--- src/rtl/spi_arb_pkg.sv ---
// Shared types and constants for the two-client SPI arbiter.
package spi_arb_pkg;
  localparam int          NUM_CLIENTS     = 2;
  localparam logic [15:0] TIMEOUT_DEFAULT = 16'd50000;

  typedef enum logic [1:0] {
    ST_IDLE  = 2'd0,
    ST_ISSUE = 2'd1,
    ST_WAIT  = 2'd2,
    ST_DONE  = 2'd3
  } arb_state_t;

  typedef struct packed {
    logic [31:0] mosi;
    logic [5:0]  nbits;
  } spi_cmd_t;

  // Round-robin pick: on a tie the client not served last wins.
  function automatic logic rr_pick(input logic [NUM_CLIENTS-1:0] pend, input logic last);
    if (pend[0] && pend[1]) return ~last;
    return pend[1];
  endfunction
endpackage

--- src/rtl/spi_arbiter_if.sv ---
// Client-side and SPI-master-side signal bundle of the arbiter.
interface spi_arbiter_if;
  logic        c0_request,   c1_request;
  logic [31:0] c0_mosi_data, c1_mosi_data;
  logic [5:0]  c0_nbits,     c1_nbits;
  logic        c0_ready,     c1_ready;
  logic [31:0] c0_miso_data, c1_miso_data;
  logic [31:0] spi_mosi_data;
  logic [5:0]  spi_nbits;
  logic        spi_request;
  logic        spi_ready;
  logic [31:0] spi_miso_data;
  logic        grant_id;
  logic        busy;
  logic        timeout_err;

  modport slave (
    input  c0_request, c1_request, c0_mosi_data, c1_mosi_data, c0_nbits, c1_nbits,
    input  spi_ready, spi_miso_data,
    output c0_ready, c1_ready, c0_miso_data, c1_miso_data,
    output spi_mosi_data, spi_nbits, spi_request, grant_id, busy, timeout_err
  );

  modport master (
    output c0_request, c1_request, c0_mosi_data, c1_mosi_data, c0_nbits, c1_nbits,
    output spi_ready, spi_miso_data,
    input  c0_ready, c1_ready, c0_miso_data, c1_miso_data,
    input  spi_mosi_data, spi_nbits, spi_request, grant_id, busy, timeout_err
  );
endinterface

--- src/rtl/spi_arb_client_latch.sv ---
// Per-client pending flag and command capture; repeat pulses while pending are dropped.
module spi_arb_client_latch
  import spi_arb_pkg::*;
(
  input  logic     clk_in,
  input  logic     nrst,
  input  logic     request,
  input  spi_cmd_t cmd,
  input  logic     clear,
  output logic     pending,
  output spi_cmd_t cmd_q
);

  always_ff @(posedge clk_in or negedge nrst) begin
    if (!nrst) begin
      pending <= 1'b0;
      cmd_q   <= '0;
    end else if (clear) begin
      pending <= 1'b0;
    end else if (request && !pending) begin
      pending <= 1'b1;
      cmd_q   <= cmd;
    end
  end

endmodule

--- src/rtl/spi_arbiter.sv ---
// Round-robin arbiter sharing one SPI master between two clients, with a per-transfer timeout.
module spi_arbiter
  import spi_arb_pkg::*;
#(
  parameter logic [15:0] TIMEOUT_CYCLES = TIMEOUT_DEFAULT
) (
  input  logic          clk_in,
  input  logic          nrst,
  spi_arbiter_if.slave  bus
);

  logic [NUM_CLIENTS-1:0]       req, pend, clr;
  logic [NUM_CLIENTS-1:0][31:0] mosi_in;
  logic [NUM_CLIENTS-1:0][5:0]  nbits_in;
  spi_cmd_t                     cmd_q [NUM_CLIENTS];

  assign req      = {bus.c1_request,   bus.c0_request};
  assign mosi_in  = {bus.c1_mosi_data, bus.c0_mosi_data};
  assign nbits_in = {bus.c1_nbits,     bus.c0_nbits};

  arb_state_t                   state;
  logic                         grant, last_served, win, grant_now;
  logic [15:0]                  cnt;
  logic                         spi_req;
  logic [31:0]                  spi_mosi;
  logic [5:0]                   spi_nb;
  logic [NUM_CLIENTS-1:0]       ready;
  logic [NUM_CLIENTS-1:0][31:0] miso;
  logic                         busy, tmo_err;

  assign win       = rr_pick(pend, last_served);
  assign grant_now = (state == ST_IDLE) && (|pend);

  for (genvar g = 0; g < NUM_CLIENTS; g++) begin : g_client
    assign clr[g] = grant_now && (win == g[0]);

    spi_arb_client_latch u_latch (
      .clk_in  (clk_in),
      .nrst    (nrst),
      .request (req[g]),
      .cmd     ('{mosi: mosi_in[g], nbits: nbits_in[g]}),
      .clear   (clr[g]),
      .pending (pend[g]),
      .cmd_q   (cmd_q[g])
    );
  end

  always_ff @(posedge clk_in or negedge nrst) begin
    if (!nrst) begin
      state       <= ST_IDLE;
      grant       <= 1'b0;
      last_served <= 1'b1;
      cnt         <= '0;
      spi_req     <= 1'b0;
      spi_mosi    <= '0;
      spi_nb      <= '0;
      ready       <= '0;
      miso        <= '0;
      busy        <= 1'b0;
      tmo_err     <= 1'b0;
    end else begin
      case (state)
        ST_IDLE: begin
          if (|pend) begin
            grant       <= win;
            last_served <= win;
            spi_req     <= 1'b1;
            spi_mosi    <= cmd_q[win].mosi;
            spi_nb      <= cmd_q[win].nbits;
            busy        <= 1'b1;
            state       <= ST_ISSUE;
          end
        end
        ST_ISSUE: begin
          spi_req <= 1'b0;
          cnt     <= '0;
          state   <= ST_WAIT;
        end
        ST_WAIT: begin
          if (bus.spi_ready) begin
            miso[grant]  <= bus.spi_miso_data;
            ready[grant] <= 1'b1;
            state        <= ST_DONE;
          end else if (cnt == 16'(TIMEOUT_CYCLES - 16'd1)) begin
            // Timed-out transfers report all-ones so the client can't mistake stale data.
            miso[grant]  <= 32'hFFFF_FFFF;
            ready[grant] <= 1'b1;
            tmo_err      <= 1'b1;
            state        <= ST_DONE;
          end else begin
            cnt <= cnt + 16'd1;
          end
        end
        ST_DONE: begin
          ready <= '0;
          busy  <= 1'b0;
          state <= ST_IDLE;
        end
        default: state <= ST_IDLE;
      endcase
    end
  end

  assign bus.spi_request   = spi_req;
  assign bus.spi_mosi_data = spi_mosi;
  assign bus.spi_nbits     = spi_nb;
  assign bus.c0_ready      = ready[0];
  assign bus.c1_ready      = ready[1];
  assign bus.c0_miso_data  = miso[0];
  assign bus.c1_miso_data  = miso[1];
  assign bus.grant_id      = grant;
  assign bus.busy          = busy;
  assign bus.timeout_err   = tmo_err;

endmodule
--- src/flat_wrapper.sv ---
// flat-port wrapper written by rule: the top's interface ports become plain ports
module spi_arbiter_flat import spi_arb_pkg::*;
#(
  parameter logic [15:0] TIMEOUT_CYCLES = TIMEOUT_DEFAULT
)
  (clk_in, nrst, bus_c0_request, bus_c1_request, bus_c0_mosi_data, bus_c1_mosi_data, bus_c0_nbits, bus_c1_nbits, bus_spi_ready, bus_spi_miso_data, bus_c0_ready, bus_c1_ready, bus_c0_miso_data, bus_c1_miso_data, bus_spi_mosi_data, bus_spi_nbits, bus_spi_request, bus_grant_id, bus_busy, bus_timeout_err);
  spi_arbiter_if bus_i ();
  input  logic clk_in;
  input  logic nrst;
  input wire logic [$bits(bus_i.c0_request)-1:0] bus_c0_request;
  input wire logic [$bits(bus_i.c1_request)-1:0] bus_c1_request;
  input wire logic [$bits(bus_i.c0_mosi_data)-1:0] bus_c0_mosi_data;
  input wire logic [$bits(bus_i.c1_mosi_data)-1:0] bus_c1_mosi_data;
  input wire logic [$bits(bus_i.c0_nbits)-1:0] bus_c0_nbits;
  input wire logic [$bits(bus_i.c1_nbits)-1:0] bus_c1_nbits;
  input wire logic [$bits(bus_i.spi_ready)-1:0] bus_spi_ready;
  input wire logic [$bits(bus_i.spi_miso_data)-1:0] bus_spi_miso_data;
  output wire logic [$bits(bus_i.c0_ready)-1:0] bus_c0_ready;
  output wire logic [$bits(bus_i.c1_ready)-1:0] bus_c1_ready;
  output wire logic [$bits(bus_i.c0_miso_data)-1:0] bus_c0_miso_data;
  output wire logic [$bits(bus_i.c1_miso_data)-1:0] bus_c1_miso_data;
  output wire logic [$bits(bus_i.spi_mosi_data)-1:0] bus_spi_mosi_data;
  output wire logic [$bits(bus_i.spi_nbits)-1:0] bus_spi_nbits;
  output wire logic [$bits(bus_i.spi_request)-1:0] bus_spi_request;
  output wire logic [$bits(bus_i.grant_id)-1:0] bus_grant_id;
  output wire logic [$bits(bus_i.busy)-1:0] bus_busy;
  output wire logic [$bits(bus_i.timeout_err)-1:0] bus_timeout_err;
  assign bus_i.c0_request = bus_c0_request;
  assign bus_i.c1_request = bus_c1_request;
  assign bus_i.c0_mosi_data = bus_c0_mosi_data;
  assign bus_i.c1_mosi_data = bus_c1_mosi_data;
  assign bus_i.c0_nbits = bus_c0_nbits;
  assign bus_i.c1_nbits = bus_c1_nbits;
  assign bus_i.spi_ready = bus_spi_ready;
  assign bus_i.spi_miso_data = bus_spi_miso_data;
  assign bus_c0_ready = bus_i.c0_ready;
  assign bus_c1_ready = bus_i.c1_ready;
  assign bus_c0_miso_data = bus_i.c0_miso_data;
  assign bus_c1_miso_data = bus_i.c1_miso_data;
  assign bus_spi_mosi_data = bus_i.spi_mosi_data;
  assign bus_spi_nbits = bus_i.spi_nbits;
  assign bus_spi_request = bus_i.spi_request;
  assign bus_grant_id = bus_i.grant_id;
  assign bus_busy = bus_i.busy;
  assign bus_timeout_err = bus_i.timeout_err;
  spi_arbiter #(.TIMEOUT_CYCLES(TIMEOUT_CYCLES)) u_core (.clk_in(clk_in), .nrst(nrst), .bus(bus_i));
endmodule
--- config.mk ---
export PLATFORM = sky130hd
export DESIGN_NAME = spi_arbiter_flat
export DESIGN_NICKNAME = d
export VERILOG_FILES = /design/src/rtl/spi_arb_pkg.sv /design/src/rtl/spi_arbiter_if.sv /design/src/rtl/spi_arb_client_latch.sv /design/src/rtl/spi_arbiter.sv /design/src/flat_wrapper.sv
export SDC_FILE = /design/constraint.sdc
export NUM_CORES = 1
export LEC_CHECK = 0
export ABC_AREA = 1
export CORE_ASPECT_RATIO = 2
export CORE_MARGIN = 1
export CORE_UTILIZATION = 51
export DETAILED_ROUTE_END_ITERATION = 10
export GPL_TIMING_DRIVEN = 0
export PLACE_DENSITY = 0.81
export SLEW_MARGIN = 5
export SYNTH_ARGS = -nofsm -noshare
export SYNTH_HDL_FRONTEND = slang
export SYNTH_SLANG_ARGS = --single-unit
--- constraint.sdc ---
create_clock -name clk_in -period 1.83 [get_ports clk_in]
set_input_delay 0.366 -clock clk_in [delete_from_list [all_inputs] [get_ports clk_in]]
set_output_delay 0.366 -clock clk_in [all_outputs]
set_load 0.005 [all_outputs]
==> summary by stage <==
Outcome
The flow ran to the end, and the final reports show no timing, DRC or antenna violations.

STA
On the final layout, the worst hold slack is 413 ps. Setup slack on the critical path of the routed design comes to 27.9 ps. Headroom to the max-slew limit came out at 60.0%. Setup violations remaining at the end of the flow were counted as 0.

The minimum period implied by the final worst setup slack is 1800 ps. The final worst-path cycle share is 98.5%. The total count of hold-check failures in the final report is 0. At the pin with the least slew margin, the transition time is 600 ps. The peak clock frequency supported by timing is 555 MHz. The worst clock skew on the final layout is 10.4 ps. The number of pins exceeding their max-slew limit in the final report is 0.

Final layout
From synthesis to final layout, the design area changed by 34.6%. The post-route netlist has 14.0% of its cells at a drive strength greater than 1. The share of the core filled with cells is 70.2%.

The count of inserted antenna diode cells is 0. The layout net count is 1424. The layout has 1387 filler cells.

The count of non-filler cells in the finished layout is 1533.

Critical path
On the worst path, the slowest cell contributes a delay of 520 ps. STA classifies the critical path startpoint as a register. The type of element capturing the critical path is a primary output. The critical register-to-register path startpoint is u_core.state[1]. The critical path is of the register to primary output type. Together, buffers and inverters on the worst path number 1. The setup check on the worst reg-to-reg path leaves a slack of 90 ps. The critical path's slowest cell is sky130_fd_sc_hd__clkdlybuf4s50_1.

The end point of the critical path is bus_grant_id. At the worst endpoint, the arrival time is 1440 ps. The signal on the critical path passes through clkdlybuf4s50_1.

In this run the number of cells on the critical path is 1. The largest driver fanout on the critical path is 5. For the worst setup path, the data required time is 1460 ps. The number of cells on the worst reg-to-reg path is 6.

In this run the worst setup path begins at u_core.bus.grant_id. The category of cells accounting for the largest share of critical-path delay is buffers and inverters. The reg-to-reg critical path endpoint is u_core.bus.spi_nbits[2].

Synthesis
The sequential fraction of the synthesis area is 53.8%. Sorting the synthesized cells by how often they occur yields sky130_fd_sc_hd__nand2_1 (327), sky130_fd_sc_hd__dfrtp_1 (204), sky130_fd_sc_hd__nand3_1 (90). Of the post-synthesis cell area, the dominant cell type holds 53.5%. The cell area that synthesis handed to floorplanning was 9550 um^2. Synthesis handed over a netlist of 1057 instances. The most used flip-flop cell after synthesis is sky130_fd_sc_hd__dfrtp_1. The library cell with the largest summed area after synthesis is sky130_fd_sc_hd__dfrtp_1. The synthesis warning total is 0.

In this run, synthesis produced a sequential element count of 205. Counting flops with an async set or reset pin after synthesis yields a share of 100%. The mean instance size in the synthesized netlist is 9.03 um^2. The most common cell in the synthesized netlist is sky130_fd_sc_hd__nand2_1. Counting flops with a built-in enable in the synthesized netlist gives 0. The number of nets handed over by synthesis was 1176.

The netlist uses 33 different library cells. By area the synthesized netlist is led by sky130_fd_sc_hd__dfrtp_1 (53%), sky130_fd_sc_hd__nand2_1 (13%), sky130_fd_sc_hd__mux2_2 (8.1%), sky130_fd_sc_hd__nand3_1 (4.7%), sky130_fd_sc_hd__nand4_1 (4.5%).

Clocking
The H-tree depth is 1. The master cell of the clock root buffer is sky130_fd_sc_hd__clkbuf_16. The deepest clock path buffer count is 3. Buffers inserted during clock tree synthesis total 19.

The number of sinks driven by the clock tree is 205. The latest clock arrival within the worst-skew pair is 490 ps. The clock tree from TritonCTS is yes.

The clock-pin slew on the worst setup and hold paths is 70 ps.

Floorplanning
The height of the chip is 195 um. The area of the core region is 18300 um^2. In this run the count of I/O pins placed on the die edge is 221. The number of cell rows is 70. The die covers 19300 um^2.

The initial utilization of the core area, before any placement, comes to 52.1%. The die is 98.7 um wide.

Placed design
The total placed cells including tap cells is 1495. The count of port buffers added during placement is 220. The pre-CTS worst setup slack is -371 ps.

The detailed-placement wirelength estimate is 20500 um. Routability-driven placement finished with a final weighted congestion of 0.908.

Power
The net switching power is 7.59 mW. Combinational logic burns 42.4% of the power. The clock power share is 19.7%.

The internal cell power is 13.7 mW. The leakage power figure is 5.90 nW. Per report_power, the sequential group accounts for 37.9% of the total.

The worst-case vdd ir drop is 1.12 mV. The switching share of power is 35.6%. The areal power density over the cells is 1660 nW/um^2. The total power is 21.3 mW.

Route
The overall routed net length is 27600 um. The count of nets left with antenna violations once routing finished came out at 0. Dividing the detail-routed wire length by the instance count gives 18.0 um.

In the routed design, unresolved DRC markers number 0. The mean number of vias per cell is 5.60. The first-iteration detailed-routing DRC count is 507. The routed via count is 8592. The first detailed-routing pass ran for 5 iterations.

Global routing
The residual overflow from global routing is 0. Global routing consumed, over all layers together, 29.1% of the routing resources. The via count of the first global-routing pass came to 8926.

Entering global routing, the biggest net connects 77 pins. The first global-routing pass estimated 44200 um of wire. The number of antenna violations at the first check in global routing came to 0.

Run
The reported max-cap violation count is 0.

Min path
The worst min-delay path class is input pin to async pin.
-- metal layers --
metal  routed length (um)  track usage, %  part of all wire [%]
met3                 1670            4.90                   6.0
met1                 9300            29.3                    34
met2                15400            56.7                    56
met4                 1160            13.3                   4.2
met5                    0               0                     0
-- cells by family after synthesis --
logic type / share of synthesized area, %
AO/OA/AOI/OAI: 5.37
multiplexers: 8.14
flip-flops: 53.8
buffers and inverters: 5.47
XOR/XNOR: 0.642
adder cells (fa/ha/maj): 0.786
AND/OR/NAND/NOR: 25.8
-- flip-flops by register name, indices dropped and copies added (netlist names) --
signal / flops
u_core.g_client.u_latch.cmd_q: 76
u_core.bus.c0_miso_data: 32
u_core.bus.c1_miso_data: 32
u_core.bus.spi_mosi_data: 32
u_core.cnt: 16
u_core.bus.spi_nbits: 6
u_core.g_client.u_latch.pending: 2
u_core.ready: 2
u_core.state: 2
u_core.bus.busy: 1
u_core.bus.grant_id: 1
u_core.bus.spi_request: 1
u_core.bus.timeout_err: 1
u_core.last_served: 1
-- layout by cell type, fill, tap and decap left out, types with 18 or more instances in the layout --
master,instances
sky130_fd_sc_hd__clkbuf_1,18
sky130_fd_sc_hd__mux2_2,69
sky130_fd_sc_hd__o21ai_0,44
sky130_fd_sc_hd__inv_1,30
sky130_fd_sc_hd__nand2_1,326
sky130_fd_sc_hd__nor2_1,68
sky130_fd_sc_hd__nand3_1,90
sky130_fd_sc_hd__a21oi_1,39
sky130_fd_sc_hd__nand4_1,69
sky130_fd_sc_hd__clkdlybuf4s50_1,219
sky130_fd_sc_hd__dfrtp_1,203
sky130_fd_sc_hd__buf_2,30
sky130_fd_sc_hd__clkbuf_16,19
-- worst min-delay path by stage --
| stage | cells past startpoint | slack, ps | start | end |
|---|---|---|---|---|
| 3_3_place_gp | 2 | 460 | u_core.g_client[0].u_latch.cmd_q[27] | u_core.bus.spi_mosi_data[21] |
| 4_1_cts | 2 | 420 | nrst | u_core.cnt[12] |
| 3_5_place_dp | 1 | 340 | nrst | u_core.bus.c0_miso_data[2] |
| 6_report | 2 | 410 | nrst | u_core.bus.c0_miso_data[2] |
| 5_1_grt | 2 | 450 | nrst | u_core.bus.c0_miso_data[6] |
| 2_1_floorplan | 0 | 70 | nrst | u_core.bus.busy |
-- power by group through the flow --
stage / clock network [mW] / registers [mW] / logic (mW)
after floorplan: 0 / 7.90 / 4.55
after global placement: 0 / 8.04 / 8.51
after detailed placement: 0 / 8.11 / 8.80
after CTS: 4.26 / 8.06 / 9.00
after global routing: 4.42 / 8.32 / 9.90
final: 4.20 / 8.09 / 9.04
-- what timing repair did --
item,CTS,global route
pin swaps,0,0
buffers inserted,3,2
hold endpoints to repair,63,0
gates resized for setup,15,23
setup endpoints to repair,57,81
hold buffers,1,0
gates cloned,0,0
-- metrics by stage --
stage                     TNS [ps]  cell area, um^2
after floorplan                  0             9550
after global placement    -1704340            12000
final                            0            12800
after detailed placement    -25930            12100
after CTS                        0            12800
after global routing         -24.7            12800
-- layout make-up --
type	count	area [um^2]	area share (%)
Buffer	70	429	3.34
Inverter	35	135	1.05
Timing Repair Buffer	228	2310	18.0
Clock buffer	26	542	4.22
Sequential cell	205	5130	40.0
Clock inverter	7	110	0.857
Multi-Input combinational cell	746	3920	30.5
Tap cell	216	270	2.10
No activity file was read; power rests on OpenSTA's default activity.
